$ cat config.mk
export PLATFORM = sky130hd
export DESIGN_NAME = mac_array_tile
export DESIGN_NICKNAME = d
export VERILOG_FILES = /design/src/rtl/mac_array_pkg.sv /design/src/rtl/mac_lane.sv /design/src/rtl/mac_array_tile.sv
export SDC_FILE = /design/constraint.sdc
export NUM_CORES = 2
export LEC_CHECK = 0
export CORE_MARGIN = 8
export CORE_UTILIZATION = 25
export DETAILED_ROUTE_END_ITERATION = 16
export GPL_TIMING_DRIVEN = 0
export PLACE_DENSITY = 0.43
export SLEW_MARGIN = 40
export SYNTH_ARGS = -nofsm -noshare
export SYNTH_HDL_FRONTEND = slang
export SYNTH_SLANG_ARGS = --single-unit
$ cat constraint.sdc
create_clock -name clk -period 5.3 [get_ports clk]
set_clock_uncertainty 0.2 [all_clocks]
set_input_delay 0.795 -clock clk [delete_from_list [all_inputs] [get_ports clk]]
set_output_delay 0.795 -clock clk [all_outputs]
set_load 0.01 [all_outputs]
$ cat src/rtl/mac_array_pkg.sv
// Shared types and helpers for the multi-lane MAC tile: FSM state encoding,
// width helpers and the result narrowing/saturation function.
package mac_array_pkg;

    typedef enum logic [1:0] {
        IDLE  = 2'd0,
        RUN   = 2'd1,
        FLUSH = 2'd2,
        DRAIN = 2'd3
    } state_e;

    function automatic int idx_width(input int n);
        return (n > 1) ? $clog2(n) : 1;
    endfunction

    function automatic int len_width(input int max_len);
        return $clog2(max_len + 1);
    endfunction

    // Clamps to the signed range of ow bits when sat is set; the caller keeps
    // the low ow bits, so the unsaturated path wraps.
    function automatic logic signed [63:0] narrow(input logic signed [63:0] v,
                                                  input int ow, input bit sat);
        logic signed [63:0] hi;
        logic signed [63:0] lo;
        hi = (64'sd1 <<< (ow - 1)) - 64'sd1;
        lo = -(64'sd1 <<< (ow - 1));
        if (sat && (v > hi)) return hi;
        if (sat && (v < lo)) return lo;
        return v;
    endfunction

endpackage

$ cat src/rtl/mac_lane.sv
// One MAC lane: registered operand pair, signed multiplier and a wrapping
// accumulator that adds the product registered on the previous beat.
module mac_lane
    import mac_array_pkg::*;
#(
    parameter int IO_W  = 16,
    parameter int ACC_W = 32
) (
    input  logic                    clk,
    input  logic                    arst_n_in,
    input  logic                    load_i,
    input  logic                    clear_i,
    input  logic                    acc_en_i,
    input  logic signed [IO_W-1:0]  a_i,
    input  logic signed [IO_W-1:0]  b_i,
    output logic signed [ACC_W-1:0] acc_o
);

    logic signed [IO_W-1:0]   a_q;
    logic signed [IO_W-1:0]   b_q;
    logic signed [ACC_W-1:0]  acc_q;
    logic signed [2*IO_W-1:0] prod;

    assign prod  = a_q * b_q;
    assign acc_o = acc_q;

    always_ff @(posedge clk) begin
        if (!arst_n_in) begin
            a_q   <= '0;
            b_q   <= '0;
            acc_q <= '0;
        end else begin
            if (load_i) begin
                a_q <= a_i;
                b_q <= b_i;
            end
            if (clear_i) begin
                acc_q <= '0;
            end else if (acc_en_i) begin
                acc_q <= acc_q + ACC_W'(prod);
            end
        end
    end

endmodule

$ cat src/rtl/mac_array_tile.sv
// LANES-wide MAC tile: shared activation, per-lane weights, optional partial-sum
// add, then scaled/narrowed results streamed per lane. MAC_ARRAY_TILE_SATURATE_EN
// selects clamping instead of wrapping on the final narrowing.
module mac_array_tile
    import mac_array_pkg::*;
#(
    parameter int IO_DATA_WIDTH      = 16,
    parameter int ACCUMULATION_WIDTH = 32,
    parameter int OUTPUT_WIDTH       = 16,
    parameter int OUTPUT_SCALE       = 0,
    parameter int LANES              = 4,
    parameter int MAX_LEN            = 576,
    parameter int LEN_WIDTH          = len_width(MAX_LEN),
    parameter int LANE_W             = idx_width(LANES)
) (
    input  logic                             clk,
    input  logic                             arst_n_in,
    input  logic                             start,
    input  logic [LEN_WIDTH-1:0]             cfg_len,
    input  logic                             cfg_acc_with_0,
    output logic                             running,
    output logic                             done,
    input  logic                             op_valid,
    output logic                             op_ready,
    input  logic [IO_DATA_WIDTH-1:0]         op_a,
    input  logic [LANES*IO_DATA_WIDTH-1:0]   op_b,
    input  logic                             psum_valid,
    output logic                             psum_ready,
    input  logic [ACCUMULATION_WIDTH-1:0]    psum_data,
    output logic                             out_valid,
    input  logic                             out_ready,
    output logic [OUTPUT_WIDTH-1:0]          out_data,
    output logic [LANE_W-1:0]                out_lane,
    output state_e                           dbg_state
);

    localparam int CNT_W = $clog2(LANES + 1);
`ifdef MAC_ARRAY_TILE_SATURATE_EN
    localparam bit SAT = 1'b1;
`else
    localparam bit SAT = 1'b0;
`endif

    state_e                  state_q, state_d;
    logic [LEN_WIDTH-1:0]    len_q, cnt_q, cnt_d;
    logic                    acc0_q, vld_q;
    logic [CNT_W-1:0]        loaded_q, loaded_d;
    logic                    out_valid_q, out_valid_d;
    logic [OUTPUT_WIDTH-1:0] out_data_q, out_data_d;
    logic [LANE_W-1:0]       out_lane_q, out_lane_d;
    logic                    done_q, done_d;
    logic                    clear, op_fire, out_fire, form_ok, form;
    logic [LANE_W-1:0]       lane_sel;
    logic signed [ACCUMULATION_WIDTH-1:0] acc_w [LANES];
    logic signed [ACCUMULATION_WIDTH-1:0] psum_term, sum, scaled;

    for (genvar g = 0; g < LANES; g++) begin : g_lane
        mac_lane #(.IO_W(IO_DATA_WIDTH), .ACC_W(ACCUMULATION_WIDTH)) u_lane (
            .clk      (clk),
            .arst_n_in(arst_n_in),
            .load_i   (op_fire),
            .clear_i  (clear),
            .acc_en_i (vld_q),
            .a_i      (op_a),
            .b_i      (op_b[g*IO_DATA_WIDTH +: IO_DATA_WIDTH]),
            .acc_o    (acc_w[g])
        );
    end

    // A lane result may form only while the output slot is free or emptying.
    assign op_fire    = op_valid && (state_q == RUN);
    assign out_fire   = out_valid_q && out_ready;
    assign form_ok    = (state_q == DRAIN) && (loaded_q < CNT_W'(LANES))
                        && (!out_valid_q || out_ready);
    assign form       = form_ok && (acc0_q || psum_valid);
    assign lane_sel   = LANE_W'(loaded_q);
    assign psum_term  = acc0_q ? '0 : $signed(psum_data);
    assign sum        = acc_w[lane_sel] + psum_term;
    assign scaled     = sum >>> OUTPUT_SCALE;

    assign running    = (state_q != IDLE);
    assign op_ready   = (state_q == RUN);
    assign psum_ready = form_ok && !acc0_q;
    assign out_valid  = out_valid_q;
    assign out_data   = out_data_q;
    assign out_lane   = out_lane_q;
    assign done       = done_q;
    assign dbg_state  = state_q;

    always_comb begin
        state_d     = state_q;
        cnt_d       = cnt_q;
        loaded_d    = loaded_q;
        out_valid_d = out_valid_q;
        out_data_d  = out_data_q;
        out_lane_d  = out_lane_q;
        done_d      = 1'b0;
        clear       = 1'b0;
        case (state_q)
            IDLE: begin
                if (start) begin
                    clear    = 1'b1;
                    cnt_d    = '0;
                    loaded_d = '0;
                    state_d  = (cfg_len == '0) ? DRAIN : RUN;
                end
            end
            RUN: begin
                if (op_fire) begin
                    cnt_d = cnt_q + 1'b1;
                    if (cnt_d == len_q) state_d = FLUSH;
                end
            end
            FLUSH: state_d = DRAIN;
            DRAIN: begin
                if (out_fire) out_valid_d = 1'b0;
                if (form) begin
                    out_valid_d = 1'b1;
                    out_data_d  = OUTPUT_WIDTH'(narrow(64'(scaled), OUTPUT_WIDTH, SAT));
                    out_lane_d  = lane_sel;
                    loaded_d    = loaded_q + 1'b1;
                end
                if (out_fire && (loaded_q == CNT_W'(LANES))) begin
                    done_d  = 1'b1;
                    state_d = IDLE;
                end
            end
            default: state_d = IDLE;
        endcase
    end

    always_ff @(posedge clk) begin
        if (!arst_n_in) begin
            state_q     <= IDLE;
            len_q       <= '0;
            cnt_q       <= '0;
            acc0_q      <= 1'b0;
            vld_q       <= 1'b0;
            loaded_q    <= '0;
            out_valid_q <= 1'b0;
            out_data_q  <= '0;
            out_lane_q  <= '0;
            done_q      <= 1'b0;
        end else begin
            state_q     <= state_d;
            cnt_q       <= cnt_d;
            vld_q       <= op_fire;
            loaded_q    <= loaded_d;
            out_valid_q <= out_valid_d;
            out_data_q  <= out_data_d;
            out_lane_q  <= out_lane_d;
            done_q      <= done_d;
            if ((state_q == IDLE) && start) begin
                len_q  <= cfg_len;
                acc0_q <= cfg_acc_with_0;
            end
        end
    end

endmodule

Word level (Yosys, flattened, before mapping)
Cells that the tools add are included.

storage, ports and cells
  flip-flop bits (word level) = 255
  bits of input ports = 129
  output and inout bits = 25
  word-level logic and storage cells = 90

cells by class
  $add $sub $neg = 7
  multipliers = 4
  order comparisons = 2
  equal/unequal tests = 10
  mux-type cells = 21
  bitwise logic cells = 2
  reductions and logical operators = 25

operators with widths
  cell                                                   count
  adder 32 bit                                           4
  multiplier 16 x 16 -> 32 bit                           4
  binary-select mux 32 bit (select 2 bit)                1
  2-to-1 mux 16 bit                                      3
  2-to-1 mux 10 bit                                      2
  case mux 10 bit (2 select lines)                       1
  adder 16 bit                                           1
  adder 10 x 1 -> 10 bit, second input constant          1
  == test 10 bit                                         1
  zero test 10 bit                                       1
  2-to-1 mux 2 bit                                       5
  logical AND 1 bit                                      8
  case mux 2 bit (4 select lines)                        1
  nonzero test 2 bit                                     4
  2-to-1 mux 3 bit                                       2
  inequality test 2 x 1 -> 1 bit, second input constant  3
  case mux 3 bit (2 select lines)                        1
  AND reduction 2 bit                                    3
  AND reduction 3 bit                                    2
  2-to-1 mux 1 bit                                       5
  == test 2 bit, second input constant                   2
  inequality test 2 bit, second input constant           2
  AND reduction 4 bit                                    1
  adder 3 x 1 -> 3 bit, second input constant            1
  other kinds (10)                                       12

Depth between registers and ports, before layout
  depth in word-level cells = 6
  depth in mapped cells = 23
  gate-level depth less buffers = 21

Cells and area by module
A second synthesis with hierarchy kept.

unflattened totals
  cell total of the unflattened synthesis = 6084
  area, all modules = 56771.9 um2

by module, submodules not included
  module                           times used  cells an instance  area each (um2)  sequential area each (um2)
  mac_lane (g_lane[1].u_lane ...)  2           1421               13314.0          1281.2
  mac_lane (g_lane[3].u_lane)      1           1413               13331.5          1281.2
  mac_lane (g_lane[0].u_lane)      1           1411               13270.2          1281.2
  mac_array_tile                   1           418                3542.1           940.9

Worst setup path after synthesis
Ideal clock, no wire load.

  kind = register to register
  start point = register, netlist name g_lane[0].u_lane.a_q[6]
  end point = register g_lane[3].u_lane.acc_q[15]
  setup time = 0.128 ns
  data arrival time = 5.357 ns
  required time = 4.972 ns
  path slack = -0.385 ns
  cell stages (with the launch flop) = 22
  path buffers = 2
  clock period less this slack = 5.685 ns
  cell sequence = dfxtp_1 -> clkbuf_1 -> clkbuf_1 -> and2_1 -> fa_1 -> inv_1 -> fa_1 -> fa_1 -> inv_1 -> fa_1 -> fa_1 -> inv_1 -> fa_1 -> inv_1 -> ha_1 -> nand2_1 -> o21ai_0 -> nor3_1 -> a21oi_1 -> xnor3_1 -> mux2i_1 -> nor2_1

RTL lines
  element               RTL line        source
  end signal, assigned  mac_lane.sv:40  acc_q <= acc_q + ACC_W'(prod);
  end, declared         mac_lane.sv:21  logic signed [ACC_W-1:0] acc_q;

==> results.json <==
{
  "grt_usage_pct": 17.0,
  "dp_slack_ns": -1.25,
  "synthCells": 3206,
  "grt_pass1_vias": 22500,
  "drv_slew": 0,
  "grt_pass1_wl_um": 148000,
  "synth_common_cells": "inv_1 (659), nand2_1 (489), fa_1 (373)",
  "holdBufCountCts": 0,
  "grt_max_degree": 17,
  "tns_ns": -5.51,
  "synthesis.nets": 3995,
  "required_ns": 5.50,
  "power_density_mw_per_mm2": 173,
  "fmax_mhz": 172,
  "clockBufferDepth": 2,
  "die_x_um": 344,
  "std_cell_rows": 120,
  "use_met1_pct": 22.9,
  "chipHeight_um": 344,
  "critPathMaxFanout": 6,
  "min_path_cells": 2,
  "postLayoutSetupSlackWorst_ns": -0.526,
  "whs_ns": 0.254,
  "finalSetupViolCount": 17,
  "status": "finished, violations left",
  "reg2reg_to": "g_lane[3].u_lane.acc_o[15]",
  "wire_per_inst_um": 20.2,
  "wirelength_um": 98500,
  "yosys_warnings": 0,
  "synth_top_area_cell": "fa_1",
  "holdPathEnd": "out_data[10]",
  "ys_ff_latch": 191,
  "fp.coreArea_mm2": 0.107,
  "fin_crit_sh_pct": 110,
  "end_kind": "flip-flop",
  "yosysUniqueCellTypes": 53,
  "regArea_mm2": 0.00391,
  "cp_common_cell": "fa_1",
  "hpwl_um": 78200,
  "critPathMaxStageDelay_ns": 0.50,
  "portBuffers": 137,
  "synth_area_mm2": 0.0268,
  "dr.pass1.iters": 8,
  "postSynth.asyncResetShare_pct": 0,
  "crit_arrival_ns": 6.03,
  "maxCapViolCount": 0,
  "vias_per_cell": 4.39,
  "synth_enable_flop_cells": 0,
  "overflow": 0,
  "dieArea_mm2": 0.118,
  "syn_area_per_cell_um2": 8.36,
  "globalplace.congestion": 0.847,
  "power_mw": 5.81,
  "vdd_drop_max_v": 0.000163,
  "crit_buf_inv": 6,
  "fin_crit_ns": 5.83,
  "rsz0062_at_grt": "true",
  "critical_path.startpoint_type": "flip-flop",
  "hold_path.class": "reg -> reg",
  "p_leak_nw": 14.6,
  "ff2ff_setup_slack_ns": -0.53,
  "clk_transition_reported_paths_ns": 0.08,
  "cts-buffers-inserted": 17,
  "drtIter0Drc": 1133,
  "dominantRegCellSynth": "dfxtp_1",
  "synth_top_area_share_pct": 27.8,
  "clk_latency_ns": 0.53,
  "antenna_found_initial": 11,
  "clock_sinks": 191,
  "grtUsageMet2_pct": 28.1,
  "slew_headroom_pct": 40.5,
  "finalHoldViolations": 0,
  "min_from": "out_data[10]",
  "h-tree-depth": 4,
  "ys_seq_area_share_pct": 14.3,
  "cts_tree": "built",
  "num_io_pins": 154,
  "num_vias": 21500,
  "synthTopCellsByArea": "fa_1 (28%), dfxtp_1 (14%), ha_1 (13%)",
  "critPathKind": "reg -> reg",
  "tightestPinTransition_ns": 0.893,
  "r2r_cells": 21,
  "multi_input_area_mm2": 0.0209,
  "drcViolationCount": 0,
  "syn_to_final_growth_pct": 25.5,
  "crit_family": "adder cells",
  "initial_core_util_pct": 25.1,
  "r2r-start": "g_lane[0].u_lane.a_q[6]",
  "use_met3_pct": 2.59,
  "nNetsFinal": 4253,
  "n_fill_cell": 11500,
  "failed_checks": "setup timing",
  "busiest_layer": "met2",
  "clock-root-buffer": "clkbuf_16",
  "post-synth-top-count-cell": "inv_1",
  "slowest_stage": "fa_1",
  "ant_nets": 0,
  "layout-drive-gt1-share_pct": 13.9,
  "crit_path_cell_trace": "buf_12, clkbuf_16, and2_4, fa_1, inv_2, fa_1, fa_1, inv_1, fa_1, fa_1, inv_2, fa_1, inv_2, ha_4, nand2_4, o21ai_4, nor3_2, a21oi_2, xnor3_1, mux2i_1, nor2_1"
}
## cells by family (layout without fill, tap and decap cells)
family	count (synthesis)	count (layout)	synth area share [%]
AOI/OAI and AO/OA	289	289	6.21
xor gates and xnor gates	191	191	6.29
adders and majority gates	660	660	41.2
buffers and inverters	820	1090	11.6
DFF	191	191	14.3
muxes	53	53	2.73
other	0	4	0
and+or+nand+nor	1002	1002	17.7
## per-stage QoR
step           cells  instance area, um^2  utilization, %
2_1_floorplan   3206                27100               -
3_3_place_gp    4746                30200            28.3
3_5_place_dp    4746                30200            28.3
4_1_cts         4845                32900            30.9
5_1_grt         4879                33600            31.5
6_report        4883                33600            31.5
## worst max path at each step
stage | startpoint | endpoint | cells past startpoint
after CTS | g_lane[0].u_lane.a_q[8] | g_lane[3].u_lane.acc_o[15] | 17
after floorplan | g_lane[0].u_lane.a_q[9] | g_lane[0].u_lane.acc_o[15] | 22
final | g_lane[0].u_lane.a_q[6] | g_lane[3].u_lane.acc_o[15] | 21
after detailed placement | g_lane[0].u_lane.a_q[4] | g_lane[3].u_lane.acc_o[15] | 21
after global placement | g_lane[0].u_lane.a_q[0] | g_lane[3].u_lane.acc_o[15] | 21
after global routing | g_lane[0].u_lane.a_q[6] | g_lane[3].u_lane.acc_o[15] | 21
## worst min-delay path: stages (launching register included)
cell and delay [ns]:
dfxtp_1 0.31, nand2_1 0.05, a21oi_1 0.05
## placed cells by master, fill, tap and decap left out, drive strengths merged, types with 9 or more instances in the layout
master and instances:
clkdlybuf4s50 137, o21bai 9, nand3 12, mux4 16, or3 10, o21a 13, fa 373, o21ai 48
nand2b 22, and2 301, mux2i 36, a21oi 162, a211oi 17, dfxtp 191, inv 663, buf 150
nor3 22, xor2 33, xnor2 157, nor2 103, nand2 489, nor2b 23, clkbuf 131, ha 287
## metal layers
layer / share of wire, % / vias up
li1: - / 10200
met1: 46 / 10700
met2: 47 / 487
met3: 4.6 / 95
met4: 2.9 / 0
met5: 0 / -
## flip-flops by register name, indices dropped and copies added, names as in the netlist
| name | count |
|---|---|
| dbg_state | 2 |
| done | 1 |
| vld_q | 1 |
| g_lane.u_lane.a_q | 16 |
| out_valid | 1 |
| g_lane.u_lane.acc_o | 64 |
| cnt_q | 10 |
| len_q | 10 |
| out_data | 16 |
| g_lane.u_lane.b_q | 64 |
| acc0_q | 1 |
| out_lane | 2 |
| loaded_q | 3 |
## area by class of cell
| cell class | instances | share of cell area [%] |
|---|---|---|
| multi-input cells | 2195 | 62.1 |
| flip-flops and latches | 191 | 11.6 |
| repair buffers | 262 | 7.79 |
| inverters | 660 | 7.36 |
| well taps | 1403 | 5.22 |
| plain buffers | 137 | 4.04 |
| clock buffers | 19 | 1.35 |
| clock inverters | 12 | 0.543 |
| diodes | 4 | 0.0298 |
## repair_timing
action,4_1_cts,5_1_grt
buffers inserted,80,45
setup endpoints to repair,36,27
pin swaps,92,133
gates resized for setup,344,131
gates cloned,2,0
## where the power goes
group,switching (mW),internal (mW),total (mW)
registers,0.264,1.57,1.83
clock network,0.696,0.816,1.51
logic,1.46,1.01,2.47
total,2.42,3.39,5.81
Note: power is estimated with default switching activity, not from simulation.
